==> src/rtl/hilbert_coeff_controller_if.sv <==
// Host/ADC/transformer-side signal bundle for hilbert_coeff_controller.
// Readback signals exist only when HILBERT_COEFF_READBACK_EN is defined.
interface hilbert_coeff_controller_if #(
  parameter int unsigned NUM_BITS     = 24,
  parameter int unsigned COEFF_LENGTH = 13
);
  localparam int unsigned AW = (COEFF_LENGTH > 1) ? $clog2(COEFF_LENGTH) : 1;

  logic                       tick_i;
  logic                       wr_en_i;
  logic                       wr_sel_i;
  logic [AW-1:0]              wr_addr_i;
  logic signed [NUM_BITS-1:0] wr_data_i;
  logic                       commit_i;
  logic                       filt_done_i;
  logic                       filt_tick_o;
  logic signed [NUM_BITS-1:0] ha_coeffs_o    [COEFF_LENGTH];
  logic signed [NUM_BITS-1:0] delay_coeffs_o [COEFF_LENGTH];
  logic                       busy_o;
  logic                       commit_pending_o;
  logic                       commit_ack_o;
  logic                       overrun_o;
  logic                       wr_err_o;
  logic                       timeout_o;
`ifdef HILBERT_COEFF_READBACK_EN
  logic                       rd_sel_i;
  logic [AW-1:0]              rd_addr_i;
  logic signed [NUM_BITS-1:0] rd_data_o;
`endif

  modport slave (
`ifdef HILBERT_COEFF_READBACK_EN
    input  rd_sel_i, input rd_addr_i, output rd_data_o,
`endif
    input  tick_i, wr_en_i, wr_sel_i, wr_addr_i, wr_data_i, commit_i, filt_done_i,
    output filt_tick_o, ha_coeffs_o, delay_coeffs_o, busy_o, commit_pending_o,
           commit_ack_o, overrun_o, wr_err_o, timeout_o
  );

  modport master (
`ifdef HILBERT_COEFF_READBACK_EN
    output rd_sel_i, output rd_addr_i, input rd_data_o,
`endif
    output tick_i, wr_en_i, wr_sel_i, wr_addr_i, wr_data_i, commit_i, filt_done_i,
    input  filt_tick_o, ha_coeffs_o, delay_coeffs_o, busy_o, commit_pending_o,
           commit_ack_o, overrun_o, wr_err_o, timeout_o
  );
endinterface

==> src/rtl/hilbert_coeff_controller.sv <==
// Sample sequencer and double-buffered coefficient manager for the Hilbert FIR pair.
// Define HILBERT_COEFF_READBACK_EN to add registered shadow-bank readback.
module hilbert_coeff_controller #(
  parameter int unsigned NUM_BITS       = 24,
  parameter int unsigned COEFF_LENGTH   = 13,
  parameter int unsigned TIMEOUT_CYCLES = 64
) (
  input  logic                     clk_i,
  input  logic                     reset_i,
  hilbert_coeff_controller_if.slave bus
);
  localparam int unsigned AW = (COEFF_LENGTH > 1) ? $clog2(COEFF_LENGTH) : 1;
  localparam int unsigned CW = (TIMEOUT_CYCLES > 1) ? $clog2(TIMEOUT_CYCLES) : 1;

  typedef enum logic [1:0] {S_IDLE, S_RUN, S_SWAP} state_t;

  state_t                     r_state;
  logic signed [NUM_BITS-1:0] r_ha_sh  [COEFF_LENGTH];
  logic signed [NUM_BITS-1:0] r_dl_sh  [COEFF_LENGTH];
  logic signed [NUM_BITS-1:0] r_ha_act [COEFF_LENGTH];
  logic signed [NUM_BITS-1:0] r_dl_act [COEFF_LENGTH];
  logic [CW-1:0]              r_tmo_cnt;
  logic                       r_filt_tick;
  logic                       r_busy;
  logic                       r_pending;
  logic                       r_ack;
  logic                       r_overrun;
  logic                       r_wr_err;
  logic                       r_timeout;

  logic                       w_addr_ok;
  logic                       w_wr_ok;
  logic                       w_commit_req;

  assign w_addr_ok    = (32'(bus.wr_addr_i) < COEFF_LENGTH);
  assign w_wr_ok      = bus.wr_en_i && w_addr_ok;
  // A commit arriving this cycle counts as pending so IDLE reaches SWAP one cycle later.
  assign w_commit_req = r_pending || bus.commit_i;

  always_ff @(posedge clk_i) begin
    if (reset_i) begin
      r_state     <= S_IDLE;
      r_tmo_cnt   <= '0;
      r_filt_tick <= 1'b0;
      r_busy      <= 1'b0;
      r_pending   <= 1'b0;
      r_ack       <= 1'b0;
      r_overrun   <= 1'b0;
      r_wr_err    <= 1'b0;
      r_timeout   <= 1'b0;
      for (int unsigned i = 0; i < COEFF_LENGTH; i++) begin
        r_ha_sh[i]  <= '0;
        r_dl_sh[i]  <= '0;
        r_ha_act[i] <= '0;
        r_dl_act[i] <= '0;
      end
    end else begin
      r_filt_tick <= 1'b0;
      r_ack       <= 1'b0;
      r_overrun   <= 1'b0;
      r_wr_err    <= bus.wr_en_i && !w_addr_ok;

      if (w_wr_ok) begin
        if (bus.wr_sel_i) r_dl_sh[bus.wr_addr_i] <= bus.wr_data_i;
        else              r_ha_sh[bus.wr_addr_i] <= bus.wr_data_i;
      end

      if (bus.commit_i) r_pending <= 1'b1;

      case (r_state)
        S_IDLE: begin
          if (bus.tick_i) begin
            r_filt_tick <= 1'b1;
            r_tmo_cnt   <= '0;
            r_state     <= S_RUN;
            r_busy      <= 1'b1;
          end else if (w_commit_req) begin
            r_state <= S_SWAP;
            r_busy  <= 1'b1;
          end
        end
        S_RUN: begin
          r_tmo_cnt <= r_tmo_cnt + CW'(1);
          if (bus.tick_i) r_overrun <= 1'b1;
          if (bus.filt_done_i) begin
            r_state <= w_commit_req ? S_SWAP : S_IDLE;
            r_busy  <= w_commit_req;
          end else if (r_tmo_cnt == CW'(TIMEOUT_CYCLES - 1)) begin
            r_timeout <= 1'b1;
            r_state   <= S_IDLE;
            r_busy    <= 1'b0;
          end
        end
        S_SWAP: begin
          // Nonblocking copy sees the shadow value from before any same-cycle write.
          for (int unsigned i = 0; i < COEFF_LENGTH; i++) begin
            r_ha_act[i] <= r_ha_sh[i];
            r_dl_act[i] <= r_dl_sh[i];
          end
          r_pending <= bus.commit_i;
          r_ack     <= 1'b1;
          if (bus.tick_i) begin
            r_filt_tick <= 1'b1;
            r_tmo_cnt   <= '0;
            r_state     <= S_RUN;
            r_busy      <= 1'b1;
          end else begin
            r_state <= S_IDLE;
            r_busy  <= 1'b0;
          end
        end
        default: begin
          r_state <= S_IDLE;
          r_busy  <= 1'b0;
        end
      endcase
    end
  end

  assign bus.filt_tick_o      = r_filt_tick;
  assign bus.ha_coeffs_o      = r_ha_act;
  assign bus.delay_coeffs_o   = r_dl_act;
  assign bus.busy_o           = r_busy;
  assign bus.commit_pending_o = r_pending;
  assign bus.commit_ack_o     = r_ack;
  assign bus.overrun_o        = r_overrun;
  assign bus.wr_err_o         = r_wr_err;
  assign bus.timeout_o        = r_timeout;

`ifdef HILBERT_COEFF_READBACK_EN
  logic signed [NUM_BITS-1:0] r_rd_data;
  logic                       w_rd_ok;

  assign w_rd_ok = (32'(bus.rd_addr_i) < COEFF_LENGTH);

  always_ff @(posedge clk_i) begin
    if (reset_i)      r_rd_data <= '0;
    else if (w_rd_ok) r_rd_data <= bus.rd_sel_i ? r_dl_sh[bus.rd_addr_i] : r_ha_sh[bus.rd_addr_i];
    else              r_rd_data <= '0;
  end

  assign bus.rd_data_o = r_rd_data;
`endif
endmodule

==> src/flat_wrapper.sv <==
// flat-port wrapper written by rule: the top's interface ports become plain ports
module hilbert_coeff_controller_flat 
#(
  parameter int unsigned NUM_BITS       = 24,
  parameter int unsigned COEFF_LENGTH   = 13,
  parameter int unsigned TIMEOUT_CYCLES = 64
)
  (clk_i, reset_i, bus_tick_i, bus_wr_en_i, bus_wr_sel_i, bus_wr_addr_i, bus_wr_data_i, bus_commit_i, bus_filt_done_i, bus_filt_tick_o, bus_ha_coeffs_o, bus_delay_coeffs_o, bus_busy_o, bus_commit_pending_o, bus_commit_ack_o, bus_overrun_o, bus_wr_err_o, bus_timeout_o);
  hilbert_coeff_controller_if #(.NUM_BITS(NUM_BITS), .COEFF_LENGTH(COEFF_LENGTH)) bus_i ();
  input  logic clk_i;
  input  logic reset_i;
  input wire logic [$bits(bus_i.tick_i)-1:0] bus_tick_i;
  input wire logic [$bits(bus_i.wr_en_i)-1:0] bus_wr_en_i;
  input wire logic [$bits(bus_i.wr_sel_i)-1:0] bus_wr_sel_i;
  input wire logic [$bits(bus_i.wr_addr_i)-1:0] bus_wr_addr_i;
  input wire logic [$bits(bus_i.wr_data_i)-1:0] bus_wr_data_i;
  input wire logic [$bits(bus_i.commit_i)-1:0] bus_commit_i;
  input wire logic [$bits(bus_i.filt_done_i)-1:0] bus_filt_done_i;
  output wire logic [$bits(bus_i.filt_tick_o)-1:0] bus_filt_tick_o;
  output wire logic [$bits(bus_i.ha_coeffs_o)-1:0] bus_ha_coeffs_o;
  output wire logic [$bits(bus_i.delay_coeffs_o)-1:0] bus_delay_coeffs_o;
  output wire logic [$bits(bus_i.busy_o)-1:0] bus_busy_o;
  output wire logic [$bits(bus_i.commit_pending_o)-1:0] bus_commit_pending_o;
  output wire logic [$bits(bus_i.commit_ack_o)-1:0] bus_commit_ack_o;
  output wire logic [$bits(bus_i.overrun_o)-1:0] bus_overrun_o;
  output wire logic [$bits(bus_i.wr_err_o)-1:0] bus_wr_err_o;
  output wire logic [$bits(bus_i.timeout_o)-1:0] bus_timeout_o;
  assign bus_i.tick_i = bus_tick_i;
  assign bus_i.wr_en_i = bus_wr_en_i;
  assign bus_i.wr_sel_i = bus_wr_sel_i;
  assign bus_i.wr_addr_i = bus_wr_addr_i;
  assign bus_i.wr_data_i = bus_wr_data_i;
  assign bus_i.commit_i = bus_commit_i;
  assign bus_i.filt_done_i = bus_filt_done_i;
  assign bus_filt_tick_o = bus_i.filt_tick_o;
  assign bus_ha_coeffs_o = {>>{bus_i.ha_coeffs_o}};
  assign bus_delay_coeffs_o = {>>{bus_i.delay_coeffs_o}};
  assign bus_busy_o = bus_i.busy_o;
  assign bus_commit_pending_o = bus_i.commit_pending_o;
  assign bus_commit_ack_o = bus_i.commit_ack_o;
  assign bus_overrun_o = bus_i.overrun_o;
  assign bus_wr_err_o = bus_i.wr_err_o;
  assign bus_timeout_o = bus_i.timeout_o;
  hilbert_coeff_controller #(.NUM_BITS(NUM_BITS), .COEFF_LENGTH(COEFF_LENGTH), .TIMEOUT_CYCLES(TIMEOUT_CYCLES)) u_core (.clk_i(clk_i), .reset_i(reset_i), .bus(bus_i));
endmodule
==> config.mk <==
export PLATFORM = sky130hd
export DESIGN_NAME = hilbert_coeff_controller_flat
export DESIGN_NICKNAME = d
export VERILOG_FILES = /design/src/rtl/hilbert_coeff_controller_if.sv /design/src/rtl/hilbert_coeff_controller.sv /design/src/flat_wrapper.sv
export SDC_FILE = /design/constraint.sdc
export NUM_CORES = 2
export LEC_CHECK = 0
export BUFFER_PORTS_ARGS = -buffer_cell sky130_fd_sc_hd__buf_4
export CORE_MARGIN = 2
export CORE_UTILIZATION = 51
export CTS_BUF_LIST = sky130_fd_sc_hd__clkbuf_16
export CTS_CLUSTER_SIZE = 12
export DETAILED_ROUTE_END_ITERATION = 16
export PLACE_DENSITY_LB_ADDON = 0.05
export SYNTH_ARGS = -nofsm -noshare
export SYNTH_HDL_FRONTEND = slang
export SYNTH_SLANG_ARGS = --single-unit
==> constraint.sdc <==
create_clock -name clk_i -period 2.5 [get_ports clk_i]
set_clock_uncertainty 0.05 [all_clocks]
set_input_delay 0.125 -clock clk_i [delete_from_list [all_inputs] [get_ports clk_i]]
set_output_delay 0.125 -clock clk_i [all_outputs]
set_load 0.1 [all_outputs]
* Word level (Yosys, flattened, before mapping)
Memory sizes are Yosys's and may differ from the RTL's. A register that Yosys moved wholly into a read port is not among the register bits. Cells that the tools add are included.
Storage, ports and cells: bits in registers 15, bits in latches 0, memory bits (writable) 624, ROM bits 0, memories kept 2
Cells by class: add/subtract/negate cells 1, multiply operators 0, div/mod/pow operators 0, order comparisons 1, equal/unequal tests 6, shift operators 0, muxes and demuxes 34, bitwise gates (word level) 3, reduce and logical (&&, ||, !) cells 15
Memories:
- u_core.r_dl_sh | depth 13, bits a word 24, read ports 13, clocked after memory_dff 13, write ports 13, RTL line hilbert_coeff_controller.sv:19 | logic signed [NUM_BITS-1:0] r_dl_sh [COEFF_LENGTH];
- u_core.r_ha_sh | depth 13, bits a word 24, read ports 13, clocked after memory_dff 13, write ports 13, RTL line hilbert_coeff_controller.sv:18 | logic signed [NUM_BITS-1:0] r_ha_sh [COEFF_LENGTH];
Operator list (number):
- two-way mux 24 bit | 2
- OR reduction 24 bit | 2
- two-way mux 1 bit | 21
- one-hot mux 6 bit (2 select lines) | 1
- two-way mux 2 bit | 5
- two-way mux 4 bit | 2
- adder 6 x 1 -> 6 bit (second input constant) | 1
- == test 6 bit (second input constant) | 1
- two-way mux 6 bit | 1
- inequality test 3 x 2 -> 1 bit (second input constant) | 2
- one-hot mux 2 bit (3 select lines) | 1
- OR reduction 2 bit | 3
- < comparator 4 bit (second input constant) | 1
- AND reduction 2 bit | 2
- nonzero test 2 bit | 2
- NOT 1 bit | 3
- one-hot mux 1 bit (3 select lines) | 1
- AND reduction 3 bit | 1
- == test 2 x 1 -> 1 bit (second input constant) | 1
- == test 2 bit (second input constant) | 1
- logical AND 1 bit | 2
- logical NOT 2 bit | 1
- inequality test 2 x 1 -> 1 bit (second input constant) | 1
- logical NOT 1 bit | 1
- logical OR 1 bit | 1

* Longest topological paths before layout
word-level depth 7, mapped depth 8, mapped depth without buffers 5

* Worst setup path after synthesis
No wires, ideal clock.
kind input to register, start input port reset_i, end memory u_core.r_ha_sh[10][0] (enable), library setup time 0.410 ns, data arrival time 2.099 ns, required time 2.040 ns, setup slack -0.059 ns, stages on the path 6, buffers on the path 3, cell sequence buf_4 -> nor3b_2 -> buf_4 -> nand2_1 -> clkbuf_1 -> o21bai_1
RTL lines:
- start: declaration | RTL line flat_wrapper.sv:11 | input logic reset_i;
- end: declaration | RTL line hilbert_coeff_controller.sv:18

* Worst setup path in the final report
start register u_core.r_state[0], end register u_core.r_pending, in the netlist u_core.bus.commit_pending_o
Between the ends: cells in the longest elaborated chain, start to end 2, elaborated cells between the ends (all ways) 3, those cells by class eq/ne: 1; mux: 1; reduce/logical: 1
RTL lines:
- start: declaration | RTL line hilbert_coeff_controller.sv:17 | state_t r_state;
- start signal: assignment | RTL line hilbert_coeff_controller.sv:86 | r_state <= w_commit_req ? S_SWAP : S_IDLE;
- == test 2 bit * | RTL line hilbert_coeff_controller.sv:70 | case (r_state)
- two-way mux 1 bit or nonzero test 2 bit (tied branches)
- end signal: assignment | RTL line hilbert_coeff_controller.sv:100 | r_pending <= bus.commit_i;
- end: declaration | RTL line hilbert_coeff_controller.sv:25 | logic r_pending;
Mark *: on every way between the ends. The rest lies on a longest branch, timed or not. A chain may end at the register's enable or synchronous reset.

==> impl_metrics.toml <==
[outcome]
outcome = "finished clean"

[logic_synthesis]
synthTopCellsByArea = "edfxtp_1 42%, dfxtp_1 29%, nand2_1 12%, a21oi_1 7.1%, nor2_1 5.0%"
syn_area_um2 = 44460
synth.ff_latch_count = 1263
syn_nets = 4313
ys_seq_area_frac = 0.7092
avgSynthCellArea_um2 = 10.40
synth_cell_types = 46
synth.top_cell.area_share = 0.4214
yosys.area.top_type = "edfxtp_1"
async_flop_share = 0
syn-instance-count = 4277
synthFlopType = "dfxtp_1"
yosys_warnings = 0
synth_edf_count = 624

[setup_path]
crit_required_ps = 3100
crit_slowest_cell = "dlygate4sd3_1"
worst-setup-path-type = "reg2reg"
crit_path_end_kind = "flop"
worstPathArrival_ps = 2870
cp_max_fo = 85
path_cells = "inv_2 -> nand2_8 -> buf_12 -> a21oi_1 -> nor2_1 -> dlygate4sd3_1"
rrSetupSlack_ps = 230
critPathLaunchType = "flop"
worst-r2r-cell-count = 6
cp_top_family = "buffers and inverters"
r2r_end = "u_core.bus.commit_pending_o"
cp_slowest_stage_delay_ps = 550
r2r_start = "u_core.r_state[0]"
cp.buffers_inverters = 3

[timing]
finalCritPeriodShare = 0.9064
tightest_slew_ps = 1017
max_freq_mhz = 441.3
hold_viol_final = 0
fin_crit_ps = 2266
finalSetupViolCount = 0
slew_headroom = 0.3220
rsz0062_at_grt = "no"
drv_slew = 0
final.setup.tns_ps = 0
worst_slack_ps = 234.0

[routing]
drtIter0Drc = 3473
via_per_inst = 5.433
drt-total-wl_um = 142700
drtAntennaViolNets = 0
drc = 0
vias = 33510
dr.pass1.iters = 8
wl_per_cell_um = 23.13

[placement]
portBuffers = 665
dpl_cell_area_um2 = 50400
hpwl_um = 93930
place_ws_ps = 92.76
place.gp.congestion = 0.8325

[global_route]
grt_pass1_vias = 30890
antenna_found_initial = 7
grt_pass1_wl_um = 203100
overflow = 0
grt_usage = 0.3084
grt_start_max_net_pins = 116

[cts]
post-cts-setup-buffers = 0
ctsHtreeMaxLevel = 4
clk_latency_ps = 720
cts_sinks = 1263
cts-buffers-inserted = 133
cts_buffer_depth = 3
cts_tree = "built"
root_buffer = "clkbuf_16"
cts.clk_slew.worst_paths_ps = 60

[floorplanning]
io_pins = 666
design.die.area_um2 = 89560
core_area_um2 = 86620
die_y_um = 299.3
die_x_um = 299.3
num_rows = 108
start_util = 0.5133

[layout]
layout_common_cells = "1,376 x nand2_1, 732 x buf_4, 638 x dfxtp_1"
fillers = 7277
layout_commonest_cell = "nand2_1"
syn_to_final_growth_pct = 23.04
post-route-util = 0.6316
stdcell_area_um2 = 54700
drive_gt1_frac = 0.1913
antenna_cells = 0
final_nets = 4938

[pwr]
ir_drop_mv = 0.7550
p_per_area_nw_per_um2 = 906.2
leakage_nw = 20.36
fin_total_pwr_w = 0.04957

[run]
cap_viol_max_count = 0

[worst_hold_path]
min_from = "bus_wr_addr_i[2]"
hold_class = "in2reg"
hold_depth = 4
min_to = "u_core.r_dl_sh[10][3]"
worst min-delay path, cell delays in order:
cell     delay [ps]
buf_4           110
nor2b_2          90
nand2_2         240
nor2_1           80
cell families after synthesis:
family,synth area share
multiplexers,0.0002251
flip-flops,0.7092
AND/OR/NAND/NOR,0.1791
adder cells (fa/ha/maj),0.0002814
XOR/XNOR,0.0001970
AO/OA/AOI/OAI,0.07759
buffers and inverters,0.03340
synthesized netlist by cell type, drive strengths merged, types with 2 or more instances:
| master | instances |
|---|---|
| nor2b | 8 |
| or2 | 3 |
| o21ai | 2 |
| o211ai | 2 |
| a21o | 6 |
| o21bai | 12 |
| buf | 194 |
| clkbuf | 99 |
| dfxtp | 639 |
| a21oi | 628 |
| a22oi | 2 |
| edfxtp | 624 |
| and3 | 2 |
| nand2b | 4 |
| and2 | 51 |
| nor3b | 4 |
| nand2 | 1386 |
| nor2 | 590 |
| a31o | 6 |
layer usage:
metal	GRT usage	routed length, µm
met4	0.1214	5457
met3	0.06951	13820
met1	0.4157	56200
met2	0.4874	67140
met5	0	49
repair_timing:
item,4_1_cts,5_1_grt
resized for setup,0,1
setup endpoints to repair,0,1
hold buffers,31,0
endpoints found under the hold margin,429,0
worst max path at each step:
stage                             endpoint         startpoint  slack (ps)  depth (start not counted)
6_report       u_core.bus.commit_pending_o  u_core.r_state[0]         230                          6
3_3_place_gp          u_core.r_dl_sh[3][3]   bus_wr_addr_i[0]         140                          4
5_1_grt        u_core.bus.commit_pending_o  u_core.r_state[0]          70                          6
4_1_cts        u_core.bus.commit_pending_o  u_core.r_state[0]          50                          6
2_1_floorplan        u_core.r_ha_sh[10][0]            reset_i         -60                          6
3_5_place_dp          u_core.r_ha_sh[7][3]   bus_wr_addr_i[0]          90                          4
where the power goes:
group,total (W),switching [W],internal [W]
sequential,0.0236,0.000698,0.0229
clock,0.0180,0.00801,0.0100
combinational,0.00798,0.00657,0.00141
area by class of cell:
cell class,instances,area (µm²),share of cell area
Sequential cell,1263,31530,0.5764
Multi-Input combinational cell,2720,11550,0.2112
Timing Repair Buffer,783,6206,0.1134
Clock buffer,137,3428,0.06267
Tap cell,1155,1445,0.02642
Clock inverter,108,538.0,0.009835
Inverter,1,3.754,0.00006862
sequential cells by signal, indices dropped and copies added, names as in the netlist, 2 cells and up:
register	flops
bus_ha_coeffs_o	312
u_core.r_dl_sh	312
u_core.r_tmo_cnt	6
u_core.r_state	2
bus_delay_coeffs_o	312
u_core.r_ha_sh	312
stage by stage:
step           instances  hold WS, ps
6_report            6167        53.83
2_1_floorplan       4277        192.4
4_1_cts             6166        24.08
3_3_place_gp        5890        327.4
5_1_grt             6167        61.97
3_5_place_dp        5890        338.3
Note: power is estimated with default switching activity, not from simulation.
